==> src/rtl/bus_arbiter_pkg.sv <==
// Shared definitions for the two-master bus arbiter: default bus widths and
// the FSM state encoding.
package bus_arbiter_pkg;

    localparam int ADDR_W_DEF = 32;
    localparam int DATA_W_DEF = 32;

    typedef enum logic [1:0] {
        IDLE   = 2'd0,
        ACCESS = 2'd1,
        ACK    = 2'd2
    } arbState_t;

endpackage

==> src/rtl/bus_arbiter_if.sv <==
// Two-master request/ack ports plus the single-slave bus. The master modport is
// the arbiter's view; the slave modport is the view of the masters and slave.
interface bus_arbiter_if
    import bus_arbiter_pkg::*;
#(
    parameter int ADDR_W = ADDR_W_DEF,
    parameter int DATA_W = DATA_W_DEF
);

    logic              m0_req;
    logic              m0_write;
    logic [ADDR_W-1:0] m0_addr;
    logic [DATA_W-1:0] m0_wdata;
    logic              m0_gnt;
    logic              m0_ack;
    logic [DATA_W-1:0] m0_rdata;

    logic              m1_req;
    logic              m1_write;
    logic [ADDR_W-1:0] m1_addr;
    logic [DATA_W-1:0] m1_wdata;
    logic              m1_gnt;
    logic              m1_ack;
    logic [DATA_W-1:0] m1_rdata;

    logic              bSel;
    logic              bWrite;
    logic [ADDR_W-1:0] bAddr;
    logic [DATA_W-1:0] bWData;
    logic [DATA_W-1:0] bRData;
    logic              busy;

    modport master (
        input  m0_req, m0_write, m0_addr, m0_wdata,
        input  m1_req, m1_write, m1_addr, m1_wdata,
        input  bRData,
        output m0_gnt, m0_ack, m0_rdata,
        output m1_gnt, m1_ack, m1_rdata,
        output bSel, bWrite, bAddr, bWData, busy
    );

    modport slave (
        output m0_req, m0_write, m0_addr, m0_wdata,
        output m1_req, m1_write, m1_addr, m1_wdata,
        output bRData,
        input  m0_gnt, m0_ack, m0_rdata,
        input  m1_gnt, m1_ack, m1_rdata,
        input  bSel, bWrite, bAddr, bWData, busy
    );

endinterface

==> src/rtl/bus_arbiter_rr_arb2.sv <==
// Two-input round-robin arbiter: combinational winner, registered preference
// pointer that flips away from the master just served.
module rr_arb2 (
    input  logic       clk,
    input  logic       rst_n,
    input  logic [1:0] req,
    input  logic       advance,
    input  logic       lastWinner,
    output logic       winner
);

    logic ptr;

    // NOTE: assign the default before any branch so the block never infers a latch.
    always_comb begin
        winner = 1'b0;
        if (req == 2'b10) begin
            winner = 1'b1;
        end else if (req == 2'b11) begin
            winner = ptr;
        end
    end

    always_ff @(posedge clk) begin
        if (!rst_n) begin
            ptr <= 1'b0;
        end else if (advance) begin
            ptr <= ~lastWinner;
        end
    end

endmodule

==> src/rtl/bus_arbiter.sv <==
// Two-master, single-slave bus arbiter: IDLE -> ACCESS -> ACK, one transfer per
// three cycles, round-robin between masters.
module bus_arbiter
    import bus_arbiter_pkg::*;
#(
    parameter int ADDR_W = ADDR_W_DEF,
    parameter int DATA_W = DATA_W_DEF
) (
    input  logic          clk,
    input  logic          rst_n,
    bus_arbiter_if.master bus
);

    arbState_t         state;
    logic              owner;
    logic              winner;
    logic [1:0]        reqVec;
    logic [1:0]        gnt;
    logic [1:0]        ack;
    logic              bSel;
    logic              bWrite;
    logic              busy;
    logic [ADDR_W-1:0] bAddr;
    logic [DATA_W-1:0] bWData;
    logic [DATA_W-1:0] rdata0;
    logic [DATA_W-1:0] rdata1;

    assign reqVec = {bus.m1_req, bus.m0_req};

    // Pointer advances on the ACCESS->ACK edge, i.e. when the winner's ack is issued.
    rr_arb2 uArb (
        .clk        (clk),
        .rst_n      (rst_n),
        .req        (reqVec),
        .advance    (state == ACCESS),
        .lastWinner (owner),
        .winner     (winner)
    );

    // NOTE: sequential state uses non-blocking assignments so every register sees pre-edge values.
    always_ff @(posedge clk) begin
        if (!rst_n) begin
            state  <= IDLE;
            owner  <= 1'b0;
            gnt    <= '0;
            ack    <= '0;
            bSel   <= 1'b0;
            bWrite <= 1'b0;
            busy   <= 1'b0;
            bAddr  <= '0;
            bWData <= '0;
            rdata0 <= '0;
            rdata1 <= '0;
        end else begin
            case (state)
                IDLE: begin
                    // The command is latched straight into the bus registers, which hold it afterwards.
                    if (|reqVec) begin
                        owner  <= winner;
                        gnt    <= winner ? 2'b10 : 2'b01;
                        bSel   <= 1'b1;
                        busy   <= 1'b1;
                        bWrite <= winner ? bus.m1_write : bus.m0_write;
                        bAddr  <= winner ? bus.m1_addr  : bus.m0_addr;
                        bWData <= winner ? bus.m1_wdata : bus.m0_wdata;
                        state  <= ACCESS;
                    end
                end
                ACCESS: begin
                    bSel   <= 1'b0;
                    bWrite <= 1'b0;
                    ack    <= owner ? 2'b10 : 2'b01;
                    if (!bWrite) begin
                        if (owner) begin
                            rdata1 <= bus.bRData;
                        end else begin
                            rdata0 <= bus.bRData;
                        end
                    end
                    state  <= ACK;
                end
                ACK: begin
                    ack   <= '0;
                    gnt   <= '0;
                    busy  <= 1'b0;
                    state <= IDLE;
                end
                default: begin
                    ack    <= '0;
                    gnt    <= '0;
                    bSel   <= 1'b0;
                    bWrite <= 1'b0;
                    busy   <= 1'b0;
                    state  <= IDLE;
                end
            endcase
        end
    end

    assign bus.m0_gnt   = gnt[0];
    assign bus.m1_gnt   = gnt[1];
    assign bus.m0_ack   = ack[0];
    assign bus.m1_ack   = ack[1];
    assign bus.m0_rdata = rdata0;
    assign bus.m1_rdata = rdata1;
    assign bus.bSel     = bSel;
    assign bus.bWrite   = bWrite;
    assign bus.bAddr    = bAddr;
    assign bus.bWData   = bWData;
    assign bus.busy     = busy;

endmodule

==> src/flat_wrapper.sv <==
// flat-port wrapper written by rule: the top's interface ports become plain ports
module bus_arbiter_flat import bus_arbiter_pkg::*;
#(
    parameter int ADDR_W = ADDR_W_DEF,
    parameter int DATA_W = DATA_W_DEF
)
  (clk, rst_n, bus_m0_req, bus_m0_write, bus_m0_addr, bus_m0_wdata, bus_m1_req, bus_m1_write, bus_m1_addr, bus_m1_wdata, bus_bRData, bus_m0_gnt, bus_m0_ack, bus_m0_rdata, bus_m1_gnt, bus_m1_ack, bus_m1_rdata, bus_bSel, bus_bWrite, bus_bAddr, bus_bWData, bus_busy);
  bus_arbiter_if #(.ADDR_W(ADDR_W), .DATA_W(DATA_W)) bus_i ();
  input  logic clk;
  input  logic rst_n;
  input wire logic [$bits(bus_i.m0_req)-1:0] bus_m0_req;
  input wire logic [$bits(bus_i.m0_write)-1:0] bus_m0_write;
  input wire logic [$bits(bus_i.m0_addr)-1:0] bus_m0_addr;
  input wire logic [$bits(bus_i.m0_wdata)-1:0] bus_m0_wdata;
  input wire logic [$bits(bus_i.m1_req)-1:0] bus_m1_req;
  input wire logic [$bits(bus_i.m1_write)-1:0] bus_m1_write;
  input wire logic [$bits(bus_i.m1_addr)-1:0] bus_m1_addr;
  input wire logic [$bits(bus_i.m1_wdata)-1:0] bus_m1_wdata;
  input wire logic [$bits(bus_i.bRData)-1:0] bus_bRData;
  output wire logic [$bits(bus_i.m0_gnt)-1:0] bus_m0_gnt;
  output wire logic [$bits(bus_i.m0_ack)-1:0] bus_m0_ack;
  output wire logic [$bits(bus_i.m0_rdata)-1:0] bus_m0_rdata;
  output wire logic [$bits(bus_i.m1_gnt)-1:0] bus_m1_gnt;
  output wire logic [$bits(bus_i.m1_ack)-1:0] bus_m1_ack;
  output wire logic [$bits(bus_i.m1_rdata)-1:0] bus_m1_rdata;
  output wire logic [$bits(bus_i.bSel)-1:0] bus_bSel;
  output wire logic [$bits(bus_i.bWrite)-1:0] bus_bWrite;
  output wire logic [$bits(bus_i.bAddr)-1:0] bus_bAddr;
  output wire logic [$bits(bus_i.bWData)-1:0] bus_bWData;
  output wire logic [$bits(bus_i.busy)-1:0] bus_busy;
  assign bus_i.m0_req = bus_m0_req;
  assign bus_i.m0_write = bus_m0_write;
  assign bus_i.m0_addr = bus_m0_addr;
  assign bus_i.m0_wdata = bus_m0_wdata;
  assign bus_i.m1_req = bus_m1_req;
  assign bus_i.m1_write = bus_m1_write;
  assign bus_i.m1_addr = bus_m1_addr;
  assign bus_i.m1_wdata = bus_m1_wdata;
  assign bus_i.bRData = bus_bRData;
  assign bus_m0_gnt = bus_i.m0_gnt;
  assign bus_m0_ack = bus_i.m0_ack;
  assign bus_m0_rdata = bus_i.m0_rdata;
  assign bus_m1_gnt = bus_i.m1_gnt;
  assign bus_m1_ack = bus_i.m1_ack;
  assign bus_m1_rdata = bus_i.m1_rdata;
  assign bus_bSel = bus_i.bSel;
  assign bus_bWrite = bus_i.bWrite;
  assign bus_bAddr = bus_i.bAddr;
  assign bus_bWData = bus_i.bWData;
  assign bus_busy = bus_i.busy;
  bus_arbiter #(.ADDR_W(ADDR_W), .DATA_W(DATA_W)) u_core (.clk(clk), .rst_n(rst_n), .bus(bus_i));
endmodule
==> config.mk <==
export PLATFORM = sky130hd
export DESIGN_NAME = bus_arbiter_flat
export DESIGN_NICKNAME = d
export VERILOG_FILES = /design/src/rtl/bus_arbiter_pkg.sv /design/src/rtl/bus_arbiter_if.sv /design/src/rtl/bus_arbiter_rr_arb2.sv /design/src/rtl/bus_arbiter.sv /design/src/flat_wrapper.sv
export SDC_FILE = /design/constraint.sdc
export NUM_CORES = 1
export LEC_CHECK = 0
export BUFFER_PORTS_ARGS = -buffer_cell sky130_fd_sc_hd__buf_2
export CORE_UTILIZATION = 46
export DETAILED_ROUTE_END_ITERATION = 10
export GPL_ROUTABILITY_DRIVEN = 0
export PLACE_DENSITY = 0.81
export SYNTH_ARGS = -nofsm -noshare
export SYNTH_HDL_FRONTEND = slang
export SYNTH_HIERARCHICAL = 1
export SYNTH_SLANG_ARGS = --single-unit
export TNS_END_PERCENT = 20
==> constraint.sdc <==
create_clock -name clk -period 1.6 [get_ports clk]
set_input_delay 0.32 -clock clk [delete_from_list [all_inputs] [get_ports clk]]
set_output_delay 0.32 -clock clk [all_outputs]
set_load 0.05 [all_outputs]
## Yosys cells after proc, flatten, opt, wreduce, memory -nomap -nowiden

Cells that the tools add are included.

| cells by class | value |
|---|---|
| multiplexer cells | 17 |
| bitwise logic cells | 4 |
| reduce and logical (&&, ||, !) cells | 7 |
| equal/unequal tests | 5 |

Operators by type and width:

| cell | count |
|---|---|
| 2-to-1 mux 32 bit | 2 |
| one-hot mux 2 bit (2 select lines) | 3 |
| 2-to-1 mux 2 bit | 4 |
| == test 2 bit (second input constant) | 3 |
| one-hot mux 1 bit (2 select lines) | 3 |
| AND reduction 2 bit | 3 |
| AND reduction 3 bit | 2 |
| 2-to-1 mux 1 bit | 5 |
| inverter 1 bit | 4 |
| == test 2 x 1 -> 1 bit (second input constant) | 1 |
| zero test 2 bit | 1 |
| inequality test 2 x 1 -> 1 bit (second input constant) | 1 |
| OR reduction 2 bit | 1 |

| word-level totals | value |
|---|---|
| output and inout port bits | 135 |
| bits of input ports | 166 |
| register bits after elaboration | 139 |
| word-level logic and storage cells | 45 |

## Longest topological paths before layout

Gate-level depths: netlist of the first run.

| logic depth | value |
|---|---|
| word-level depth | 6 |
| gate-level depth with buffers | 7 |
| depth with buffers taken out | 4 |

## Hierarchy

Netlist of the first run, hierarchy kept.

By module, submodules not included:

| module | area each (um^2) | cells an instance | seq. area each (um^2) | instances |
|---|---|---|---|---|
| bus_arbiter | 5,919.4 | 627 | 2,762.6 | 1 |
| rr_arb2 | 45.0 | 5 | 20.0 | 1 |

## Worst setup path after synthesis of the first run

No wires, ideal clock.

| timing path | value |
|---|---|
| path type | register to register |
| from | register u_core.bWrite (netlist: u_core/bus.bWrite) |
| to | register u_core.rdata0[10] (netlist: u_core/bus.m0_rdata[10]) |
| slack | 0.008 ns |
| data required time | 1.484 ns |
| period minus slack after synthesis | 1.592 ns |
| stages on the path, launching flop included | 6 |
| path buffers | 2 |
| library setup time | 0.116 ns |
| data arrival time | 1.476 ns |
| path through | dfxtp_1 -> or4b_1 -> buf_6 -> buf_6 -> nand3_1 -> o21ai_2 |

| on the way | value |
|---|---|
| word-level cells in the longest chain between the ends | 2 |

RTL lines:

| what | line | source |
|---|---|---|
| start: declaration | bus_arbiter.sv:21 | `logic bWrite;` |
| start signal: assignment | bus_arbiter.sv:63 | `bWrite <= winner ? bus.m1_write : bus.m0_write;` |
| inverter 1 bit (no source line) | n/a |  |
| AND reduction 3 bit (no source line) | n/a |  |
| end signal: assignment | bus_arbiter.sv:77 | `rdata0 <= bus.bRData;` |
| end: declaration | bus_arbiter.sv:25 | `logic [DATA_W-1:0] rdata0;` |

No other way between the ends.
A chain may end at the register's enable or synchronous reset.

## Worst setup path in the final report of the first run

| timing path | value |
|---|---|
| from | register u_core.state[0] |
| to | register u_core.rdata0[21] (netlist: u_core/bus.m0_rdata[21]) |

| on the way | value |
|---|---|
| word-level cells in the longest chain between the ends | 2 |

RTL lines:

| what | line | source |
|---|---|---|
| start: declaration | bus_arbiter.sv:14 | `arbState_t state;` |
| start signal: assignment | bus_arbiter.sv:43 | `state <= IDLE;` |
| start signal: assignment | bus_arbiter.sv:66 | `state <= ACCESS;` |
| start signal: assignment | bus_arbiter.sv:80 | `state <= ACK;` |
| == test 2 x 1 -> 1 bit | bus_arbiter.sv:55 | `case (state)` |
| AND reduction 3 bit (no source line) | n/a |  |

No other way between the ends.

==> flow_metrics.py, run 1 <==
metrics = {
    "status": {
        "status": "completed",
    },
    "clocking": {
        "numCtsBuffers": 17,
        "cts_resized": 0,
        "cts_max_level": 4,
        "cts_tree": "yes",
        "insertion_delay_ns": 0.41,
        "clk_pin_slew_worst_paths_ns": 0.06,
        "postCtsHoldBufs": 0,
        "cts_setup_buffers": 0,
        "clock_sinks": 139,
        "clockBufferDepth": 2,
        "root_buffer": "clkbuf_16",
    },
    "power_and_ir_drop": {
        "p_leak_nw": 3.81,
        "power.density_mw_per_mm2": 1240,
        "ir_worst_vdd_mv": 0.711,
    },
    "synth": {
        "ys_ff_latch": 139,
        "synthDistinctLibCells": 33,
        "synth_warnings": 6,
        "synth_area_mm2": 0.00596,
        "synth.avg_cell_area_um2": 9.44,
        "syn_inst": 632,
        "syn_nets": 798,
        "synth_seq_area_share_pct": 46.7,
    },
    "sta": {
        "tns_ns": 0,
        "drv_slew": 0,
        "hold_violations": 0,
        "fmax_ghz": 0.692,
        "skew_ns": 0.00862,
        "tightest_slew_ns": 0.420,
        "fin_crit_sh_pct": 90.3,
        "holdWs_ns": 0.138,
        "setup_viol": 0,
        "max-slew-margin-rel_pct": 71.9,
        "rsz0062_at_grt": "no",
        "fin_crit_ns": 1.44,
    },
    "critical_path": {
        "endpoint_kind": "flop",
        "r2r_cells": 4,
        "start_kind": "flop",
        "crit_chain": "or4b_4, buf_4, nand3_1, o21ai_2",
        "crit-reg2reg-launch": "u_core/state[0]",
        "r2r_end": "u_core/bus.m0_rdata[21]",
        "path_class": "flop to flop",
        "cp.required_ns": 1.90,
        "crit_arrival_ns": 1.74,
        "crit_path_max_fanout": 12,
        "max_stage_delay_ns": 0.57,
        "crit_slowest_cell": "or4b_4",
        "reg2reg_slack_ns": 0.16,
    },
    "floorplanning": {
        "start_util_pct": 47.3,
        "core_mm2": 0.0126,
        "io_pins": 301,
        "die_w_um": 116,
        "num_rows": 41,
        "die_h_um": 116,
        "dieArea_mm2": 0.0134,
    },
    "worst_hold_path": {
        "hp-start": "bus_bRData[9]",
        "whs_endpoint": "u_core/bus.m1_rdata[9]",
        "holdPathStages": 3,
        "hold_path.class": "input port to flop",
    },
    "grt": {
        "gr-total-overflow": 0,
        "grt_max_degree": 65,
        "antenna_found_initial": 2,
        "grt_pass1_vias": 5139,
        "track_usage_pct": 23.8,
        "grt_pass1_wl_um": 24800,
    },
    "finish": {
        "layout_common_cells": "299 x buf_2, 139 x dfxtp_1, 69 x nand2_1",
        "area_growth_pct": 39.7,
        "drive_above_1_share_pct": 44.2,
        "final_area_mm2": 0.00833,
        "final_cells": 1093,
        "nNetsFinal": 1072,
        "final_common_cell": "buf_2",
    },
    "flow_run": {
        "maxCapViolCount": 0,
    },
    "place": {
        "port_buffers": 300,
        "dp_hpwl_um": 12000,
        "postPlaceCellArea_mm2": 0.00772,
        "dp_cells": 1059,
    },
    "drt": {
        "drc": 0,
        "via_count": 5787,
        "ant_nets": 0,
        "wl_per_cell_um": 15.3,
        "first_pass_iters": 5,
        "drt-total-wl_um": 16700,
        "vias_per_cell": 5.29,
        "drtIter0Drc": 328,
    },
}
-- stage by stage --
stage               util [%]  setup WS, ns  power [W]
floorplan                  -       0.00760    0.00576
CTS                     65.9       0.00510     0.0104
finish                  66.0         0.155     0.0104
detailed placement      61.2       -0.0745    0.00648
global route            66.0        0.0613     0.0108
global placement        61.2        0.0640    0.00644
-- final cells by class --
cell class / count / area [um^2]
Sequential cell: 139 / 2780
Clock inverter: 6 / 82.6
Timing Repair Buffer: 329 / 1930
Antenna cell: 2 / 5.00
Clock buffer: 26 / 519
Tap cell: 172 / 215
Multi-Input combinational cell: 416 / 2780
Inverter: 3 / 12.5
Fill cell: 1057 / 4290
-- how the worst max path moves through the flow --
stage | start | slack, ns | endpoint | cells past startpoint
2_1_floorplan | u_core/bus.bWrite | 0.008 | u_core/bus.m0_rdata[10] | 5
3_3_place_gp | bus_m1_req | 0.06 | u_core/bus.bWrite | 5
3_5_place_dp | bus_m1_req | -0.07 | u_core/bus.bWrite | 5
4_1_cts | u_core/uArb/ptr | 0.005 | u_core/bus.bWrite | 5
5_1_grt | u_core/uArb/ptr | 0.06 | u_core/bus.bWData[8] | 6
6_report | u_core/state[0] | 0.16 | u_core/bus.m0_rdata[21] | 4
-- cells by family after synthesis --
group | share of synthesized area [%]
compound gates | 24.1
buf+inv | 7.11
flops | 46.7
mux | 11.1
simple gates | 11.0
-- state kept, by name, indices dropped and copies added, names as in the netlist, 2 cells and up --
signal,count
u_core/state,2
u_core/bus.bAddr,32
u_core/bus.m0_rdata,32
u_core/bus.bWData,32
u_core/ack,2
u_core/gnt,2
u_core/bus.m1_rdata,32
-- critical path, delay by kind of cell (launching register included) --
kind / cells / cell delay, ns
AO/OA/AOI/OAI: 1 / 0.06
buffers and inverters: 1 / 0.23
flip-flops: 1 / 0.37
AND/OR/NAND/NOR: 2 / 0.68
-- report_power, final --
| group | leakage [nW] | total, W | internal [W] | switching [W] |
|---|---|---|---|---|
| combinational | 2.37 | 0.00253 | 0.000802 | 0.00173 |
| clock | 0.296 | 0.00394 | 0.00254 | 0.00140 |
| sequential | 1.14 | 0.00389 | 0.00374 | 0.000148 |
-- per-layer routing --
metal  GRT usage [%]  vias up  part of all wire, %
met1            26.5     2620                   40
li1                -     2894                    -
met2            39.8      235                   48
met5               0        -                    0
met4            12.5        0                  2.7
met3            8.73       38                  8.4
-- cells in the mapped netlist, drive strengths merged --
master / number / area, um^2
o21bai: 1 / 7.51
or4b: 1 / 10.0
a21oi: 67 / 373
a21boi: 1 / 7.51
mux2i: 66 / 661
clkbuf: 34 / 131
nand3: 65 / 325
dfxtp: 139 / 2780
nor2b: 1 / 6.26
nor3: 2 / 10.0
inv: 3 / 11.3
buf: 40 / 282
nand2: 69 / 259
o21ai: 65 / 438
and2: 1 / 6.26
and4bb: 1 / 12.5
o211a: 1 / 10.0
nor2: 6 / 22.5
a2111oi: 1 / 8.76
a211oi: 1 / 7.51
nand2b: 1 / 6.26
a311oi: 64 / 561
o21ba: 2 / 26.3
Power figures use the tool's default switching activity.
==> run 2, diff against run 1 <==
--- a/config.mk
+++ b/config.mk
@@ -5,11 +5,13 @@
 export SDC_FILE = /design/constraint.sdc
 export NUM_CORES = 1
 export LEC_CHECK = 0
+export ABC_AREA = 1
 export BUFFER_PORTS_ARGS = -buffer_cell sky130_fd_sc_hd__buf_2
-export CORE_UTILIZATION = 46
+export CORE_AREA = 2 2 117 119
 export DETAILED_ROUTE_END_ITERATION = 10
+export DIE_AREA = 0 0 119 121
 export GPL_ROUTABILITY_DRIVEN = 0
-export PLACE_DENSITY = 0.81
+export PLACE_DENSITY = 0.78
 export SYNTH_ARGS = -nofsm -noshare
 export SYNTH_HDL_FRONTEND = slang
 export SYNTH_HIERARCHICAL = 1
==> flow_metrics.py, run 2 <==
metrics = {
    "synth": {
        "synth_edf_count": 0,
        "synth.avg_cell_area_um2": 6.95,
        "async_flop_share_pct": 0,
        "synth_area_mm2": 0.00575,
        "ys_top_cells_by_area": "dfxtp_1 48%, nor2_1 17%, nand2_1 14%",
        "synthTopCellsByCount": "264 x nor2_1, 216 x nand2_1, 139 x dfxtp_1, 76 x o21ai_0, 52 x o21ai_1",
        "ys_ff_latch": 139,
        "syn_nets": 993,
        "syn_inst": 827,
        "synth_seq_area_share_pct": 48.4,
        "synthDistinctLibCells": 22,
        "synth-main-ff-cell": "dfxtp_1",
        "synth_area_leader_cell": "dfxtp_1",
        "yosys.area.top_type_share_pct": 48.4,
        "yosysMostFrequentCell": "nor2_1",
        "synth_warnings": 6,
    },
    "power_and_ir_drop": {
        "seqPwrFrac_pct": 37.2,
        "p_comb_share_pct": 25.0,
        "p_switching_w": 0.00352,
        "power.density_mw_per_mm2": 1330,
        "p_int_w": 0.00706,
        "swShare_pct": 33.3,
        "ir_worst_vdd_mv": 0.637,
        "p_leak_nw": 4.20,
        "clock_power_share_pct": 37.7,
    },
    "floorplanning": {
        "die_h_um": 121,
        "die_w_um": 119,
        "core_mm2": 0.0131,
        "num_rows": 42,
        "dieArea_mm2": 0.0144,
        "io_pins": 301,
        "start_util_pct": 43.9,
    },
    "clocking": {
        "clk_pin_slew_worst_paths_ns": 0.06,
        "insertion_delay_ns": 0.41,
        "postCtsHoldBufs": 0,
        "cts_resized": 0,
        "numCtsBuffers": 17,
        "cts_setup_buffers": 0,
        "root_buffer": "clkbuf_16",
        "clockBufferDepth": 2,
        "clock_sinks": 139,
        "cts_max_level": 4,
        "cts_tree": "yes",
    },
    "critical_path": {
        "start_kind": "flop",
        "crit_path_max_fanout": 32,
        "crit_slowest_cell": "dfxtp_1",
        "path_class": "flop to flop",
        "endpoint_kind": "flop",
        "r2r_end": "u_core/bus.m1_rdata[11]",
        "reg2reg_slack_ns": 0.14,
        "cp.required_ns": 1.95,
        "max_stage_delay_ns": 0.39,
        "crit_chain": "inv_2, nor2_4, nand2_4, inv_6, nor2_1, nor2_1",
        "cp_common_cell": "nor2_1",
        "crit-reg2reg-launch": "u_core/state[0]",
        "r2r_cells": 6,
        "crit_arrival_ns": 1.80,
    },
    "finish": {
        "drive_above_1_share_pct": 32.1,
        "final_cells": 1298,
        "final_common_cell": "buf_2",
        "nNetsFinal": 1275,
        "layout_common_cells": "299 x buf_2, 264 x nor2_1, 216 x nand2_1",
        "final_area_mm2": 0.00793,
        "antenna_cells": 0,
        "multi_input_area_mm2": 0.00257,
        "area_growth_pct": 38.0,
        "regArea_mm2": 0.00278,
        "fillers": 1242,
    },
    "sta": {
        "hold_violations": 0,
        "fin_crit_sh_pct": 91.0,
        "rsz0062_at_grt": "no",
        "skew_ns": 0.00554,
        "setup_viol": 0,
        "max-slew-margin-rel_pct": 70.3,
        "fin_crit_ns": 1.46,
        "tightest_slew_ns": 0.446,
        "holdWs_ns": 0.159,
        "drv_slew": 0,
        "tns_ns": 0,
        "fmax_ghz": 0.687,
        "fin_ws_ns": 0.144,
    },
    "grt": {
        "track_usage_pct": 23.5,
        "antenna_found_initial": 0,
        "gr-total-overflow": 0,
        "grt_pass1_vias": 5801,
        "grt_pass1_wl_um": 27600,
        "grt_max_degree": 65,
    },
    "drt": {
        "ant_nets": 0,
        "wl_per_cell_um": 12.8,
        "drtIter0Drc": 383,
        "drt-total-wl_um": 16700,
        "drc": 0,
        "vias_per_cell": 4.77,
        "via_count": 6187,
        "first_pass_iters": 5,
    },
    "flow_run": {
        "maxCapViolCount": 0,
    },
    "place": {
        "dp_hpwl_um": 11900,
        "pre_cts_ws_ns": 0.157,
        "dp_cells": 1266,
        "postPlaceCellArea_mm2": 0.00732,
        "port_buffers": 300,
    },
    "worst_hold_path": {
        "hold_path.class": "input port to flop",
        "holdPathStages": 3,
        "hp-start": "bus_bRData[25]",
        "whs_endpoint": "u_core/bus.m1_rdata[25]",
    },
    "status": {
        "status": "completed",
    },
}
[run 2: cell types whose count changed after synthesis, moves of 29 or more]
cell      before  now
a21oi_1       57    6
a311oi_1      64    0
mux2i_1       66    0
nand2_1       69  216
nand3_1       65    2
nor2_1         6  264
o21ai_0       33   76
o21ai_1        2   52
o21ai_2       30    1
[run 2: worst max-delay path, delay by kind of cell, from the launching register on]
family	cells	cell delay, ns
DFF	1	0.39
and+or+nand+nor	4	0.59
buffers and inverters	2	0.39
[run 2: worst max path at each step]
stage                            startpoint                 endpoint  cells after the start
after floorplan           u_core/bus.bWrite  u_core/bus.m1_rdata[10]                      6
after global routing        u_core/state[0]  u_core/bus.m1_rdata[24]                      6
after CTS                 u_core/bus.bWrite               bus_bWrite                      1
after detailed placement         bus_m1_req      u_core/bus.bAddr[8]                      8
final                       u_core/state[0]  u_core/bus.m1_rdata[11]                      6
after global placement      u_core/state[0]   u_core/bus.m1_rdata[3]                      6
[run 2: routing by layer]
metal	wire (um)	global-route usage (%)	share of wire (%)
met3	1110	6.63	6.6
met5	0	0	0
met1	7170	28.4	43
met2	7800	38.9	47
met4	576	10.9	3.5
[run 2: layout make-up]
cell class / instances / area share [%]
clock inverters: 10 / 1.77
inverters: 10 / 0.568
well taps: 176 / 2.78
clock buffers: 22 / 5.98
multi-input cells: 624 / 32.5
repair buffers: 317 / 21.4
flip-flops and latches: 139 / 35.1
[run 2: metrics by stage]
step,utilization [%],power [W]
floorplan,-,0.00594
global placement,55.9,0.00663
detailed placement,55.9,0.00666
CTS,60.6,0.0107
global route,60.6,0.0111
finish,60.6,0.0106
[run 2: kinds of logic after synthesis]
| logic type | count (synthesis) | share of synthesized area, % |
|---|---|---|
| AO/OA/AOI/OAI | 136 | 12.0 |
| buffers and inverters | 64 | 7.12 |
| flip-flops | 139 | 48.4 |
| AND/OR/NAND/NOR | 488 | 32.5 |
[run 2: power by group through the flow]
stage,registers [W],logic [W],clock network [W]
floorplan,0.00506,0.000880,0
global placement,0.00400,0.00263,0
detailed placement,0.00400,0.00265,0
CTS,0.00394,0.00266,0.00407
global route,0.00397,0.00287,0.00425
finish,0.00394,0.00265,0.00399
